<file path="src/rtl/aes_pkg.sv">
// Shared AES types and GF(2^8) helpers (reduction polynomial 0x11b) used by the MixColumns stages.
package aes_pkg;

  localparam int COL_W  = 32;
  localparam int BYTE_W = 8;

  typedef enum logic [1:0] {
    IDLE_S,
    RUN_S,
    DONE_S
  } mix_state_t;

  function automatic logic [BYTE_W-1:0] xtime(input logic [BYTE_W-1:0] b);
    return {b[BYTE_W-2:0], 1'b0} ^ (b[BYTE_W-1] ? 8'h1b : 8'h00);
  endfunction

  // Shift-and-add multiply; with a constant operand this folds to a few XOR levels.
  function automatic logic [BYTE_W-1:0] gf_mul(input logic [BYTE_W-1:0] a,
                                               input logic [BYTE_W-1:0] b);
    logic [BYTE_W-1:0] p;
    logic [BYTE_W-1:0] t;
    p = '0;
    t = a;
    for (int i = 0; i < BYTE_W; i++) begin
      if (b[i]) p = p ^ t;
      t = xtime(t);
    end
    return p;
  endfunction

endpackage

</file>
<file path="src/rtl/inv_mix_column_word.sv">
// Combinational InvMixColumns on one 32-bit column (row r byte at [8r +: 8]).
// With INV_MIX_FWD_EN defined, mode_i=1 selects forward MixColumns instead.
module inv_mix_column_word
  import aes_pkg::*;
(
  input  logic [COL_W-1:0] col_i,
`ifdef INV_MIX_FWD_EN
  input  logic             mode_i,
`endif
  output logic [COL_W-1:0] col_o
);

  logic [BYTE_W-1:0] w_b   [4];
  logic [BYTE_W-1:0] w_inv [4];
`ifdef INV_MIX_FWD_EN
  logic [BYTE_W-1:0] w_fwd [4];
`endif

  for (genvar r = 0; r < 4; r++) begin : g_row
    localparam int R1 = (r + 1) % 4;
    localparam int R2 = (r + 2) % 4;
    localparam int R3 = (r + 3) % 4;

    assign w_b[r] = col_i[BYTE_W*r +: BYTE_W];

    assign w_inv[r] = gf_mul(w_b[r],  8'h0e) ^ gf_mul(w_b[R1], 8'h0b)
                    ^ gf_mul(w_b[R2], 8'h0d) ^ gf_mul(w_b[R3], 8'h09);

`ifdef INV_MIX_FWD_EN
    assign w_fwd[r] = xtime(w_b[r]) ^ xtime(w_b[R1]) ^ w_b[R1] ^ w_b[R2] ^ w_b[R3];
    assign col_o[BYTE_W*r +: BYTE_W] = mode_i ? w_fwd[r] : w_inv[r];
`else
    assign col_o[BYTE_W*r +: BYTE_W] = w_inv[r];
`endif
  end

endmodule

</file>
<file path="src/rtl/inv_mix_columns.sv">
// Column-serial AES InvMixColumns, start/done handshake; result and done pulse NUM_COLS+1 edges after start.
// INV_MIX_FWD_EN adds mode_i so the same instance can also run forward MixColumns.
module inv_mix_columns
  import aes_pkg::*;
#(
  parameter int WIDTH = 128
) (
  input  logic             clk,
  input  logic             rst_n,
  input  logic [WIDTH-1:0] s_i,
  input  logic             start_i,
`ifdef INV_MIX_FWD_EN
  input  logic             mode_i,
`endif
  output logic [WIDTH-1:0] s_o,
  output logic             done_o
);

  localparam int NUM_COLS = WIDTH / COL_W;
  localparam int IDX_W    = (NUM_COLS > 1) ? $clog2(NUM_COLS) : 1;

  mix_state_t       r_state;
  mix_state_t       w_state_nxt;
  logic [IDX_W-1:0] r_col_idx;
  logic [WIDTH-1:0] r_op;
  logic [WIDTH-1:0] r_res;
  logic [WIDTH-1:0] r_s_out;
  logic             r_done;
`ifdef INV_MIX_FWD_EN
  logic             r_mode;
`endif

  logic [COL_W-1:0] w_col_in;
  logic [COL_W-1:0] w_col_out;
  logic             w_last_col;
  logic             w_capture;

  assign w_last_col = (r_col_idx == IDX_W'(NUM_COLS - 1));
  assign w_capture  = (r_state == IDLE_S) && start_i;

  always_comb begin
    w_col_in = r_op[COL_W-1:0];
    for (int c = 0; c < NUM_COLS; c++) begin
      if (r_col_idx == IDX_W'(c)) w_col_in = r_op[c*COL_W +: COL_W];
    end
  end

  inv_mix_column_word u_word (
    .col_i  (w_col_in),
`ifdef INV_MIX_FWD_EN
    .mode_i (r_mode),
`endif
    .col_o  (w_col_out)
  );

  always_ff @(posedge clk or negedge rst_n) begin
    if (!rst_n) r_state <= IDLE_S;
    else        r_state <= w_state_nxt;
  end

  always_comb begin
    w_state_nxt = r_state;
    case (r_state)
      IDLE_S:  if (start_i) w_state_nxt = RUN_S;
      RUN_S:   if (w_last_col) w_state_nxt = DONE_S;
      DONE_S:  w_state_nxt = IDLE_S;
      default: w_state_nxt = IDLE_S;
    endcase
  end

  // s_i is only looked at on the capture edge; the run works entirely from r_op.
  always_ff @(posedge clk or negedge rst_n) begin
    if (!rst_n) begin
      r_op      <= '0;
      r_res     <= '0;
      r_col_idx <= '0;
      r_s_out   <= '0;
      r_done    <= 1'b0;
`ifdef INV_MIX_FWD_EN
      r_mode    <= 1'b0;
`endif
    end else begin
      r_done <= 1'b0;
      if (w_capture) begin
        r_op      <= s_i;
        r_res     <= '0;
        r_col_idx <= '0;
`ifdef INV_MIX_FWD_EN
        r_mode    <= mode_i;
`endif
      end
      if (r_state == RUN_S) begin
        for (int c = 0; c < NUM_COLS; c++) begin
          if (r_col_idx == IDX_W'(c)) r_res[c*COL_W +: COL_W] <= w_col_out;
        end
        r_col_idx <= w_last_col ? '0 : r_col_idx + IDX_W'(1);
      end
      if (r_state == DONE_S) begin
        r_s_out <= r_res;
        r_done  <= 1'b1;
      end
    end
  end

  assign s_o    = r_s_out;
  assign done_o = r_done;

endmodule

</file>
<file path="config.mk">
export PLATFORM = sky130hd
export DESIGN_NAME = inv_mix_columns
export DESIGN_NICKNAME = d
export VERILOG_FILES = /design/src/rtl/aes_pkg.sv /design/src/rtl/inv_mix_column_word.sv /design/src/rtl/inv_mix_columns.sv
export SDC_FILE = /design/constraint.sdc
export NUM_CORES = 1
export LEC_CHECK = 0
export ABC_AREA = 1
export CAP_MARGIN = 20
export CORE_AREA = 8 8 210 212
export DETAILED_ROUTE_END_ITERATION = 7
export DIE_AREA = 0 0 218 220
export GPL_TIMING_DRIVEN = 1
export PLACE_DENSITY = 0.73
export SKIP_LAST_GASP = 1
export SYNTH_ARGS = -nofsm -noshare
export SYNTH_HDL_FRONTEND = slang
export SYNTH_SLANG_ARGS = --single-unit
</file>
<file path="constraint.sdc">
create_clock -name clk -period 3.2 [get_ports clk]
set_input_delay 0.64 -clock clk [delete_from_list [all_inputs] [get_ports clk]]
set_output_delay 0.64 -clock clk [all_outputs]
set_load 0.05 [all_outputs]
</file>
==> metrics.md, run 1 <==
| Metric | Value |
|---|---|
| Outcome | complete, no violations |
| Synth Flop Type | dfrtp_1 |
| Die Height | 220 µm |
| FF-to-FF path depth | 19 |
| Post-route minimum period | 3.12 ns |
| Synth top area cells | dfrtp_1 48%, nand2_1 24%, nand3_1 8.7% |
| Top cell type's share of synthesized area | 48.5% |
| Area grow syn2layout | 28.8% |
| Initial DRT Pass Iterations | 6 |
| Reg-to-Reg Start | r_col_idx[1] |
| EDFF count, synth | 0 |
| Worst-path clk slew | 0.06 ns |
| WP data required | 3.64 ns |
| WP data arrival | 3.56 ns |
| Met1 Wirelength | 31000 µm |
| Routed length on met3 | 5030 µm |
| Syn Inst Count | 2610 |
| Die width | 218 µm |
| Final Hold Vio Count | 0 |
| CTS Hold Bufs | 0 |
| Syn avg cell area | 7.70 µm² |
| Core area | 0.0406 mm² |
| Final Cell Area | 0.0259 mm² |
| Post-Place Cells | 3415 |
| Synthesized cell area | 0.0201 mm² |
| CTS H-tree lvls | 2 |
| R2r setup slk | 0.08 ns |
| Port Buffers | 259 |
| DRT Wirelength | 73600 µm |
| Hold Slack | 0.0781 ns |
| Library cells used by synthesis | 37 |
| Critical Path Start Type | flop |
| Number of CTS-inserted buffers | 42 |
| Met2 routed WL | 34500 µm |
| Skew-Pair Late Insertion Delay | 0.56 ns |
| Antenna violations before repair | 0 |
| Synth area leader | dfrtp_1 |
| Final HPWL DP | 56500 µm |
| RSZ-0062 raised after global routing | yes |
| DRC | 0 |
| Via density | 5.48 |
| Max-slew violations | 0 |
| Actual slew at the worst max-slew pin | 0.936 ns |
| # rows | 74 |
| Syn nets | 2745 |
| Post-synthesis async set-or-reset flop share | 100% |
| Final nets | 3068 |
| Final antenna diode count | 0 |
| GR Overflow Total | 0 |
| Hold Crit Class | in -> async |
| CTS root buf | clkbuf_16 |
| First-pass GRT wire length | 113000 µm |
| Yosys reg bits | 389 |
| Slew HR | 37.6% |
| Critical path class | reg -> reg |
| Clock Sinks | 389 |
| Worst R2R End | r_res[120] |
| Total track usage | 30.6% |
| Num ports | 260 |
| Starting Density | 49.5% |
| Fill cells | 3504 |
| Yosys warns | 0 |
| Routability congestion estimate | 1.02 |
| DR top layer | met4 |
| Crit-path max FO | 12 |
| Wire length per cell | 21.1 µm |
| Max Buffers Root-to-Sink | 3 |
| Seq/Total Area, Yosys | 48.5% |
| Clk_skew | 0.0145 ns |
| Die area | 0.0480 mm² |
| DR iter-0 viols | 1744 |
| Final setup fails | 0 |
| Fmax | 0.320 GHz |
| CTS tree | built |
| Post-DRT Antenna Nets | 0 |
| CP endpoint kind | flop |
| Non-Filler Instances | 3495 |
| Detailed-route via count | 19100 |
| Maxcap violations | 0 |
| Layout cells sized above 1 | 14.0% |
| Largest net degree at the start of global routing | 91 |
| DP Area | 0.0241 mm² |
| Vias in the first global route | 18900 |
| Tcrit/Tclk final | 97.5% |
==> cells by family (layout without fill, tap and decap cells) <==
| logic type | Yosys count | in the layout | share of synthesized area (%) |
|---|---|---|---|
| AND/OR/NAND/NOR | 1738 | 1738 | 35.4 |
| flip-flops | 389 | 389 | 48.5 |
| buffers and inverters | 218 | 571 | 4.38 |
| multiplexers | 99 | 99 | 5.55 |
| AO/OA/AOI/OAI | 92 | 92 | 2.84 |
| XOR/XNOR | 70 | 70 | 3.16 |
| adder cells (fa/ha/maj) | 4 | 4 | 0.249 |
==> cells in the mapped netlist, types with 2 or more instances <==
library cell and instances:
dfrtp_1 389, buf_2 16, a21boi_2 2, a21oi_2 6, inv_1 107, nand4_1 3, xnor2_1 15, nand3_1 351
a21boi_4 2, nor2_1 63, nand2_2 22, a21boi_1 2, or2_2 2, a21oi_1 62, a21oi_4 3, o21ai_0 8
o21ai_1 4, ha_1 4, buf_4 3, nand3b_1 10, nand2_1 1279, buf_6 4, buf_1 5, clkbuf_1 78
xor2_1 52, xor2_2 2, or2_1 5, inv_2 4, mux2_2 99
==> worst max-delay path: stages, from the launching register on <==
cell     delay [ns]
dfrtp_1        0.41
inv_1          0.11
ha_1           0.25
inv_2          0.08
buf_4          0.18
nand2_1        0.07
nand3_1        0.11
nand2_1        0.10
nand2_1        0.13
inv_1          0.12
buf_4          0.13
nand2_1        0.06
nand2_1        0.26
xor2_1         0.18
inv_1          0.06
or2_1          0.25
nand2_1        0.07
nand2_1        0.12
nand3_1        0.23
nand2_1        0.08
==> routing by layer <==
| metal | vias to the layer above | global-route usage, % |
|---|---|---|
| met5 | - | 0 |
| met4 | 0 | 12.1 |
| met3 | 151 | 4.73 |
| met2 | 808 | 50.1 |
| met1 | 9279 | 40.5 |
| li1 | 8905 | - |
==> cell type report <==
class	count	area [µm²]	share of cell area, %
well taps	532	666	2.57
multi-input cells	2003	9830	38.0
clock inverters	17	210	0.812
inverters	112	433	1.67
flip-flops and latches	389	9730	37.6
clock buffers	57	1210	4.67
repair buffers	385	3790	14.6
==> metrics by stage <==
| stage | worst slack [ns] | setup TNS [ns] | util [%] |
|---|---|---|---|
| finish | 0.0787 | 0 | 63.8 |
| global route | -0.0787 | -0.537 | 63.8 |
| CTS | 0.0152 | 0 | 62.9 |
| detailed placement | -0.0517 | -0.266 | 59.3 |
| global placement | -0.0587 | -0.200 | 59.2 |
| floorplan | 0.728 | 0 | - |
==> worst max path at each step <==
| stage | from | end | slack, ns | depth (start not counted) |
|---|---|---|---|---|
| after global placement | r_col_idx[1] | r_res[36] | -0.06 | 19 |
| final | r_col_idx[1] | r_res[120] | 0.08 | 19 |
| after global routing | r_col_idx[1] | r_res[92] | -0.08 | 20 |
| after CTS | r_col_idx[1] | r_res[21] | 0.02 | 19 |
| after floorplan | r_col_idx[0] | r_res[56] | 0.73 | 16 |
| after detailed placement | r_col_idx[1] | r_res[107] | -0.05 | 19 |
==> sequential cells by signal, summed over array words and instances (netlist names) <==
| signal | cells |
|---|---|
| r_op | 128 |
| r_res | 128 |
| s_o | 128 |
| r_col_idx | 2 |
| r_state | 2 |
| done_o | 1 |
==> placed cells by master, fill, tap and decap left out, types with 7 or more instances in the layout <==
cell type / n
clkdlybuf4s50_1: 258
clkbuf_16: 43
dfrtp_1: 389
buf_4: 107
inv_1: 103
clkinvlp_4: 7
buf_12: 16
a21oi_2: 11
clkbuf_8: 8
nand2_1: 1248
a21oi_1: 56
o21ai_0: 7
xor2_1: 43
xnor2_1: 13
xor2_2: 11
nand3_1: 340
nor2_1: 56
mux2_2: 99
nand3_2: 11
nand3b_1: 10
nand2_4: 10
nand2_2: 43
==> what timing repair did <==
| action | CTS | global route |
|---|---|---|
| resized for setup | 5 | 78 |
| endpoints found under the setup margin | 15 | 113 |
| endpoints found under the hold margin | 0 | 0 |
| setup buffers | 2 | 4 |
| pin swaps | 0 | 3 |
Power of run 1 is left out: the tool's default activity adds up to more than one toggle a clock period on the data nets, which glitch-free logic cannot reach.
==> run 2: changes to the inputs <==
CTS_CLUSTER_SIZE = 40   (was default)
==> results of run 2 <==
The final DEF is identical to that of run 1; final timing and power are the same.
Power of run 2 is left out for the same reason.
